$ cat src/rtl/mcdt_formatter.sv
// mcdt_formatter
//   Downstream formatter for the multi-channel data transfer (mcdt) stream.
//   Words arriving on the unflow-controlled mcdt stream are buffered in one
//   FIFO per channel (ids 0..2). When a channel holds at least one packet's
//   worth of words, a round-robin arbiter selects it, the block requests the
//   downstream bus and, once granted, emits a fixed-length burst tagged with
//   channel id and length.
//
// Ports
//   clk_i         clock, rising edge
//   rstn_i        asynchronous active-low reset
//   mcdt_data_i   data word from mcdt
//   mcdt_val_i    data word valid (no backpressure)
//   mcdt_id_i     source channel 0..2 (3 is dropped silently)
//   pkt_len_i     packet length select: 00=4, 01=8, 10=16, 11=32 words
//   fmt_req_o     packet request to downstream
//   fmt_grant_i   downstream grant (honoured only while requesting)
//   fmt_chid_o    channel id of current packet (0 when idle)
//   fmt_length_o  word count of current packet (0 when idle)
//   fmt_data_o    packet data word (0 outside a burst)
//   fmt_start_o   first word of packet
//   fmt_end_o     last word of packet
//   ovf_o         sticky per-channel overflow flags
module mcdt_formatter #(
  parameter int unsigned DW    = 32,
  parameter int unsigned DEPTH = 32
) (
  input  logic          clk_i,
  input  logic          rstn_i,
  input  logic [DW-1:0] mcdt_data_i,
  input  logic          mcdt_val_i,
  input  logic [1:0]    mcdt_id_i,
  input  logic [1:0]    pkt_len_i,
  output logic          fmt_req_o,
  input  logic          fmt_grant_i,
  output logic [1:0]    fmt_chid_o,
  output logic [5:0]    fmt_length_o,
  output logic [DW-1:0] fmt_data_o,
  output logic          fmt_start_o,
  output logic          fmt_end_o,
  output logic [2:0]    ovf_o
);

  localparam int unsigned AW  = $clog2(DEPTH);
  localparam int unsigned CW  = AW + 1;
  localparam int unsigned NCH = 3;

  typedef enum logic [1:0] {
    IDLE,
    REQ,
    SEND
  } state_e;

  state_e        state_q;
  logic [1:0]    last_q;
  logic [1:0]    chid_q;
  logic [5:0]    len_q;
  logic [5:0]    wcnt_q;
  logic          req_q;
  logic          start_q;
  logic          end_q;

  logic [5:0]    len_dec;
  logic [NCH-1:0] push;
  logic [NCH-1:0] pop;
  logic [NCH-1:0] accept;
  logic [NCH-1:0] elig;
  logic [DW-1:0] head [NCH];
  logic [DW-1:0] head_sel;
  logic [1:0]    pick;
  logic          pick_vld;

  assign len_dec = 6'd4 << pkt_len_i;

  // Per-channel FIFO: storage, pointers, occupancy and sticky overflow flag.
  for (genvar c = 0; c < NCH; c++) begin : g_ch
    localparam logic [1:0] ID = 2'(c);

    logic [DW-1:0] mem_q [DEPTH];
    logic [AW-1:0] wptr_q;
    logic [AW-1:0] rptr_q;
    logic [CW-1:0] cnt_q;
    logic          ovf_q;

    assign push[c]   = mcdt_val_i && (mcdt_id_i == ID);
    assign pop[c]    = (state_q == SEND) && (chid_q == ID);
    // A full FIFO still takes the word when it is drained on the same edge.
    assign accept[c] = push[c] && ((cnt_q != CW'(DEPTH)) || pop[c]);
    assign elig[c]   = (cnt_q >= CW'(len_dec));
    assign head[c]   = mem_q[rptr_q];
    assign ovf_o[c]  = ovf_q;

    always_ff @(posedge clk_i or negedge rstn_i) begin
      if (!rstn_i) begin
        wptr_q <= '0;
        rptr_q <= '0;
        cnt_q  <= '0;
        ovf_q  <= 1'b0;
      end else begin
        if (accept[c]) wptr_q <= wptr_q + 1'b1;
        if (pop[c])    rptr_q <= rptr_q + 1'b1;
        case ({accept[c], pop[c]})
          2'b10:   cnt_q <= cnt_q + 1'b1;
          2'b01:   cnt_q <= cnt_q - 1'b1;
          default: cnt_q <= cnt_q;
        endcase
        if (push[c] && !accept[c]) ovf_q <= 1'b1;
      end
    end

    always_ff @(posedge clk_i) begin
      if (accept[c]) mem_q[wptr_q] <= mcdt_data_i;
    end
  end

  // Round-robin: search starts at the channel after the last one served.
  always_comb begin
    pick_vld = |elig;
    pick     = '0;
    case (last_q)
      2'd0: begin
        if      (elig[1]) pick = 2'd1;
        else if (elig[2]) pick = 2'd2;
        else              pick = 2'd0;
      end
      2'd1: begin
        if      (elig[2]) pick = 2'd2;
        else if (elig[0]) pick = 2'd0;
        else              pick = 2'd1;
      end
      default: begin
        if      (elig[0]) pick = 2'd0;
        else if (elig[1]) pick = 2'd1;
        else              pick = 2'd2;
      end
    endcase
  end

  always_comb begin
    head_sel = '0;
    case (chid_q)
      2'd0:    head_sel = head[0];
      2'd1:    head_sel = head[1];
      default: head_sel = head[2];
    endcase
  end

  always_ff @(posedge clk_i or negedge rstn_i) begin
    if (!rstn_i) begin
      state_q <= IDLE;
      last_q  <= 2'd2;
      chid_q  <= '0;
      len_q   <= '0;
      wcnt_q  <= '0;
      req_q   <= 1'b0;
      start_q <= 1'b0;
      end_q   <= 1'b0;
    end else begin
      case (state_q)
        IDLE: begin
          if (pick_vld) begin
            chid_q  <= pick;
            len_q   <= len_dec;
            last_q  <= pick;
            req_q   <= 1'b1;
            state_q <= REQ;
          end
        end
        REQ: begin
          if (fmt_grant_i) begin
            req_q   <= 1'b0;
            start_q <= 1'b1;
            end_q   <= 1'b0;
            wcnt_q  <= '0;
            state_q <= SEND;
          end
        end
        SEND: begin
          start_q <= 1'b0;
          if (wcnt_q == len_q - 6'd1) begin
            end_q   <= 1'b0;
            chid_q  <= '0;
            len_q   <= '0;
            state_q <= IDLE;
          end else begin
            wcnt_q <= wcnt_q + 6'd1;
            // wcnt_q indexes the word on the bus now; flag the one after it.
            end_q  <= (wcnt_q + 6'd2 == len_q);
          end
        end
        default: state_q <= IDLE;
      endcase
    end
  end

  assign fmt_req_o    = req_q;
  assign fmt_chid_o   = chid_q;
  assign fmt_length_o = len_q;
  assign fmt_start_o  = start_q;
  assign fmt_end_o    = end_q;
  assign fmt_data_o   = (state_q == SEND) ? head_sel : '0;

endmodule
$ cat config.mk
export PLATFORM = sky130hd
export DESIGN_NAME = mcdt_formatter
export DESIGN_NICKNAME = d
export VERILOG_FILES = /design/src/rtl/mcdt_formatter.sv
export SDC_FILE = /design/constraint.sdc
export NUM_CORES = 2
export LEC_CHECK = 0
export CAP_MARGIN = 20
export CORE_MARGIN = 10
export CORE_UTILIZATION = 60
export CTS_BUF_LIST = sky130_fd_sc_hd__clkbuf_2
export DETAILED_ROUTE_END_ITERATION = 8
export HOLD_SLACK_MARGIN = 0.03
export MAX_ROUTING_LAYER = met4
export PLACE_DENSITY = 0.8
export REMOVE_ABC_BUFFERS = 1
export SYNTH_ARGS = -nofsm -noshare
export SYNTH_HDL_FRONTEND = slang
export SYNTH_SLANG_ARGS = --single-unit
$ cat constraint.sdc
create_clock -name clk_i -period 4.1 [get_ports clk_i]
set_clock_uncertainty 0.1 [all_clocks]
set_input_delay 0.82 -clock clk_i [delete_from_list [all_inputs] [get_ports clk_i]]
set_output_delay 0.82 -clock clk_i [all_outputs]
set_load 0.05 [all_outputs]
## After elaboration in Yosys (flattened, before gate mapping)

Memory sizes are Yosys's and may differ from the RTL's.
Cells that the tools add are included.

- Add/sub/neg operators: 15
- $lt $le $gt $ge: 3
- Equality and inequality tests: 22
- Shifts and indexed selects: 1
- Mux-type cells: 37
- Reduce and logical (&&, ||, !) cells: 35

Operator list:

| kind | count |
|---|---|
| $pmux W32 S2 | 1 |
| $pmux W6 S2 | 5 |
| $mux W32 | 1 |
| $add A5 B1 Y5 const B | 6 |
| $add A6 B1 Y6 const B | 4 |
| $mux W6 | 4 |
| $sub A6 B1 Y6 const B | 4 |
| $ge A6 B6 Y1 | 3 |
| $mux W2 | 9 |
| $ne A6 B6 Y1 const B | 3 |
| $eq A2 B1 Y1 const B | 7 |
| $eq A2 B2 Y1 const B | 6 |
| $eq A6 B6 Y1 | 2 |
| $logic_and A1 B1 Y1 | 12 |
| $reduce_and A3 Y1 | 4 |
| $reduce_bool A2 Y1 | 6 |
| $mux W1 | 11 |
| $logic_not A2 Y1 | 4 |
| $ne A2 B2 Y1 const B | 4 |
| $pmux W2 S2 | 2 |
| $add A6 B2 Y6 const B | 1 |
| $pmux W1 S2 | 3 |
| $pmux W2 S3 | 1 |
| $shl A3 B2 Y6 const A | 1 |
| 4 further kinds | 9 |

- Flip-flop bits (word level): 72
- RAM bits: 3072
- Input bits: 40
- Output and inout port bits: 46
- Word-level logic and storage cells: 136
- Memories: 3

Memory list:

| memory | words | width | rd ports | clocked after memory_dff | wr ports | RTL line | RTL |
|---|---|---|---|---|---|---|---|
| g_ch[0].mem_q | 32 | 32 | 1 | 0 | 1 | 79 | `logic [DW-1:0] mem_q [DEPTH];` |
| g_ch[1].mem_q | 32 | 32 | 1 | 0 | 1 | 79 |  |
| g_ch[2].mem_q | 32 | 32 | 1 | 0 | 1 | 79 |  |

## Longest topological paths before layout

- Depth after elaboration: 7
- Gate-level depth with buffers: 15
- Mapped depth without buffers: 12

## Worst setup path before layout

Ideal clock, no wire load.

- Path kind: reg-to-reg
- From: register chid_q[1] (netlist: fmt_chid_o[1])
- To: memory g_ch[0].mem_q[31][0], enable pin
- Data arrival time: 3.271 ns
- Data required time: 3.579 ns
- Slack: 0.308 ns
- Stages on the path, launching flop included: 9
- Buffers on the path: 3
- Period minus slack after synthesis: 3.792 ns
- Cell sequence: dfrtp_1 buf_2 nor4b_4 or4_1 and4bb_1 buf_6 nand2_4 buf_6 nor2_1

- Cells in the longest elaborated chain, start to end: 6

RTL lines:

| what | RTL line | RTL |
|---|---|---|
| from (decl) | 56 | `logic [1:0] chid_q;` |
| from (signal assigned) | 162 | `chid_q <= pick;` |
| $logic_not A2 Y1 | 86 | `assign pop[c] = (state_q == SEND) && (chid_q == ID);` |
| $logic_and A1 B1 Y1 | 86 |  |
| named net pop[0] | 65 | `logic [NCH-1:0] pop;` |
| $logic_or A1 B1 Y1 | 88 | `assign accept[c] = push[c] && ((cnt_q != CW'(DEPTH)) \|\| pop[c]);` |
| $logic_and A1 B1 Y1 | 88 |  |
| $mux W1 | 112 | `if (accept[c]) mem_q[wptr_q] <= mcdt_data_i;` |
| $mux W1 (not written as such) | 112 |  |
| to (decl) | 79 |  |

The timed path passes the listed nets, and every way through them passes these cells.

## Worst setup path after layout

- From: register g_ch[1].rptr_q[0]
- To: output fmt_data_o[16]

- Cells in the longest elaborated chain, start to end: 3

RTL lines:

| what | RTL line | RTL |
|---|---|---|
| from (decl) | 81 | `logic [AW-1:0] rptr_q;` |
| from (signal assigned) | 101 | `if (pop[c]) rptr_q <= rptr_q + 1'b1;` |
| $mem_v2 Z32 W32 | - |  |
| $pmux W32 S2 | 141 | `case (chid_q)` |
| $mux W32 | 201 | `assign fmt_data_o = (state_q == SEND) ? head_sel : '0;` |
| to (decl) | 38 | `output logic [DW-1:0] fmt_data_o,` |

Every way passes these cells.

==> metrics.md <==
| Metric | Value |
|---|---|
| Max FO, Critical Path | `11` |
| Comb power frac | `34.0%` |
| Total I/O pin count | `86` |
| Final antenna-violating net count | `0` |
| Setup WS post-layout | `-1.85 ns` |
| Critical path buffers and inverters | `4` |
| Post-synthesis cell area | `122,000 µm²` |
| Grt total ovfl | `0` |
| Port Buffers | `83` |
| Minimum clock period | `5.95 ns` |
| Pre-Repair DR Iteration Count | `6` |
| Sw Share | `33.5%` |
| Switching power | `28,600 µW` |
| Residual DRC | `0` |
| Met3 GRT Util | `9.69%` |
| Total CTS buffers | `741` |
| CTS tree | `yes` |
| GP Congestion | `0.875` |
| Status | `finished with violations` |
| Post-synthesis sequential area ratio | `77.3%` |
| Seq pwr share | `42.8%` |
| Std cell rows | `165` |
| Placed instance area | `130,000 µm²` |
| Chip width | `470 µm` |
| Crit-path most repeated cell | `buf_4` |
| WP depth | `9` |
| Synth top area cells | `edfxtp_1 (76%), mux4_2 (12%), mux2i_1 (2.3%), mux2_2 (1.9%), dfrtp_1 (1.4%)` |
| Filler Cells Inserted | `11,400` |
| Worst hold path type | `in2reg` |
| Slowest-stage cell, CP | `nand4_1` |
| Worst EP required | `3.18 ns` |
| Met2 Use GR | `47.6%` |
| Data arrival time of the worst path | `5.03 ns` |
| Asr flop ratio synth | `2.23%` |
| Worst-Skew Late Latency | `1.93 ns` |
| Htree depth | `6` |
| Footprint of the multi-input gates | `27,900 µm²` |
| Worst Setup Start Kind | `register` |
| Die footprint | `221,000 µm²` |
| Sequential cell area | `94,000 µm²` |
| Ys flop type | `edfxtp_1` |
| Worst r2r dst | `g_ch[0].cnt_q[5]$_DFFE_PN0P_` |
| Tot GR Track Use | `31.4%` |
| Max Slew Vio Count | `0` |
| CP Class | `reg2out` |
| Max incr delay on CP | `0.60 ns` |
| Largest net degree at the start of global routing | `96` |
| CP endpoint | `fmt_data_o[16]` |
| Final Hold Viols | `0` |
| First-pass GRT wire length | `482 mm` |
| Die height | `470 µm` |
| Yosys reg bits | `3,142` |
| Critical path cell sequence | `buf_16 > buf_4 > mux4_2 > mux2i_1 > buf_4 > a22oi_2 > nand4_1 > a31oi_2 > buf_6` |
| Max Cap Viol | `0` |
| Top delay family on crit path | `buffers and inverters` |
| Area leader, netlist | `edfxtp_1` |
| Failing checks | `negative setup slack` |
| Maximum vdd drop | `0.449 mV` |
| Clock Path Buffers | `4` |
| Area Overhead vs Synth | `16.0%` |
| Routed via count | `66,500` |
| Max Freq | `0.168 GHz` |
| CP endpoint kind | `output pin` |
| Leak pwr | `0.0460 µW` |
| Smallest hold slack | `0.289 ns` |
| Initial antenna violation count | `27` |
| Syn Area/Cell | `22.0 µm²` |
| Core area | `202,000 µm²` |
| CTS sink cnt | `3,142` |
| Pint | `56,900 µW` |
| RSZ-0062 raised after global routing | `yes` |
| Worst setup path start | `g_ch[1].rptr_q[0]$_DFFE_PN0P_` |
| Fraction of layout cells with a size suffix above 1 | `40.5%` |
| DR vias/cell | `6.68` |
| 1st-iter DRT viols | `10,900` |
| R2r setup slk | `0.28 ns` |
| Clock power frac | `23.2%` |
| Final TNS setup | `-53.74 ns` |
| M1 GR Usage | `38.5%` |
| Most used routing layer | `met2` |
| Final setup vio count | `32` |
| Clock transition at path regs | `0.11 ns` |
| Final net count | `6,823` |
| Initial Util | `60.3%` |
| DP Wirelength | `178 mm` |
| Root Buffer | `clkbuf_2` |
| Vias in the first global route | `67,500` |
| Fin crit share | `145%` |
| YS warnings | `0` |
| Power per cell area | `606 nW/µm²` |
| Finished Cell Area | `141,000 µm²` |
| Routed WL per cell | `34.3 µm` |
| WL final | `342 mm` |
| Post-synthesis instance total | `5,535` |
| Yosys cell types | `60` |
| Post-synth EDFFs | `3,072` |
| Share of the synthesized area in the top cell type | `75.8%` |
| Measured slew at the worst slew-check pin | `1.28 ns` |
| Worst reg2reg path startpoint | `g_ch[0].cnt_q[3]$_DFFE_PN0P_` |
| Max_slew headroom | `14.9%` |
| Reg2reg path depth | `11` |
[area by class of cell]
| type | count | area share (%) |
|---|---|---|
| Tap cell | 2672 | 2.37 |
| Timing Repair Buffer | 768 | 6.54 |
| Sequential cell | 3142 | 66.6 |
| Clock inverter | 195 | 0.757 |
| Antenna cell | 24 | 0.0426 |
| Clock buffer | 1070 | 3.80 |
| Multi-Input combinational cell | 2048 | 19.8 |
| Inverter | 33 | 0.0878 |
[cells in the final DEF, fill, tap and decap left out, drive strengths merged, types with 6 or more instances in the layout]
cell type	count
dfrtp	69
o221ai	31
o22ai	64
a21oi	26
or3	7
inv	43
a22oi	126
nand3	21
nand2	58
nand3b	13
clkinv	172
nor2b	25
xnor2	28
diode	24
dlygate4sd3	87
edfxtp	3072
a21o	7
ha	46
mux2i	283
a31oi	34
dlygate4sd2	11
bufinv	11
nand4	44
clkbuf	1074
xor2	18
clkdlybuf4s50	6
nand2b	12
or3b	6
a211oi	40
nor3	36
nor2	111
mux2	206
o21ai	80
mux4	674
buf	654
[timing repair]
action,CTS,global route
setup endpoints to repair,44,33
gates resized for setup,223,83
hold buffers,119,0
cloned,12,5
hold endpoints to repair,3194,0
pin swaps,39,37
buffers inserted,48,44
[routing by layer]
layer | vias to the layer above | part of all wire, %
li1 | 26200 | -
met1 | 33700 | 32
met2 | 5649 | 47
met3 | 983 | 15
met4 | 0 | 6.3
met5 | - | 0
[worst min-delay path: stages]
cell,delay [ns]
dlygate4sd3_1,0.53
clkdlybuf4s50_1,0.54
or2_2,0.19
o21ai_0,0.11
[state kept, by name (all words and copies together), names as in the netlist, 2 cells and up]
signal and cells:
g_ch.mem_q 3072, g_ch.cnt_q 18, g_ch.rptr_q 15, g_ch.wptr_q 15, wcnt_q 6, fmt_length_o 4
g_ch.ovf_q 3, fmt_chid_o 2, last_q 2, state_q 2
[cells by family (layout without fill, tap and decap cells)]
kind of cell	Yosys count	count (layout)	synth area share (%)
muxes	1163	1163	16.7
buffers and inverters	346	2066	1.27
and+or+nand+nor	362	362	1.55
adders and majority gates	49	49	0.522
other	1	26	0.00308
AOI/OAI and AO/OA	426	426	2.35
DFF	3142	3142	77.3
xor gates and xnor gates	46	46	0.331
[power by group through the flow]
stage / Combinational, µW / Sequential, µW / Clock, µW
3_3_place_gp: 24300 / 37300 / 0
3_5_place_dp: 24900 / 37400 / 0
6_report: 29000 / 36600 / 19900
5_1_grt: 29800 / 36700 / 21600
4_1_cts: 27500 / 36600 / 19900
2_1_floorplan: 11100 / 38800 / 0
[through the flow]
step / util, % / worst slack, ns / std cells / power [µW]
floorplan: - / -9.74 / 5223 / 49800
global placement: 64.5 / -0.197 / 8440 / 61600
CTS: 69.5 / -1.86 / 9884 / 83900
detailed placement: 64.5 / -0.303 / 8440 / 62300
global route: 69.9 / -1.95 / 9944 / 88100
finish: 69.9 / -1.85 / 9952 / 85500
[synth_stat cells (4+ instances only)]
cell type,n
o221ai_1,31
xnor2_1,28
mux2_2,206
o21ai_0,80
nand3b_1,13
nor4_1,5
a211oi_1,40
buf_1,46
nand4_1,44
a21o_1,7
or3_1,7
mux2i_1,283
buf_2,107
buf_4,18
nor2b_1,24
dfrtp_1,69
mux4_2,674
a31oi_1,34
or2_2,5
nor3_1,36
nand2b_1,12
ha_1,46
a21oi_1,26
clkbuf_1,136
inv_1,33
o21bai_1,5
o22ai_1,64
buf_6,4
nor2_1,111
edfxtp_1,3072
a22oi_1,126
nand2_1,55
or3b_2,6
xor2_1,18
nand3_1,21
[worst min path at each step]
stage                                             from                           end  slack (ns)  cells after the start
after floorplan           g_ch[0].cnt_q[5]$_DFFE_PN0P_  g_ch[0].cnt_q[5]$_DFFE_PN0P_        0.36                      1
after global placement       g_ch[1].ovf_q$_DFFE_PN0P_     g_ch[1].ovf_q$_DFFE_PN0P_        0.36                      1
after detailed placement     g_ch[0].ovf_q$_DFFE_PN0P_     g_ch[0].ovf_q$_DFFE_PN0P_        0.37                      1
after CTS                                 pkt_len_i[0]   fmt_length_o[2]$_DFFE_PN0P_        0.05                      4
after global routing                      pkt_len_i[0]   fmt_length_o[2]$_DFFE_PN0P_        0.18                      4
final                                     pkt_len_i[0]   fmt_length_o[2]$_DFFE_PN0P_        0.29                      4
Note: power is estimated with default switching activity, not from simulation.
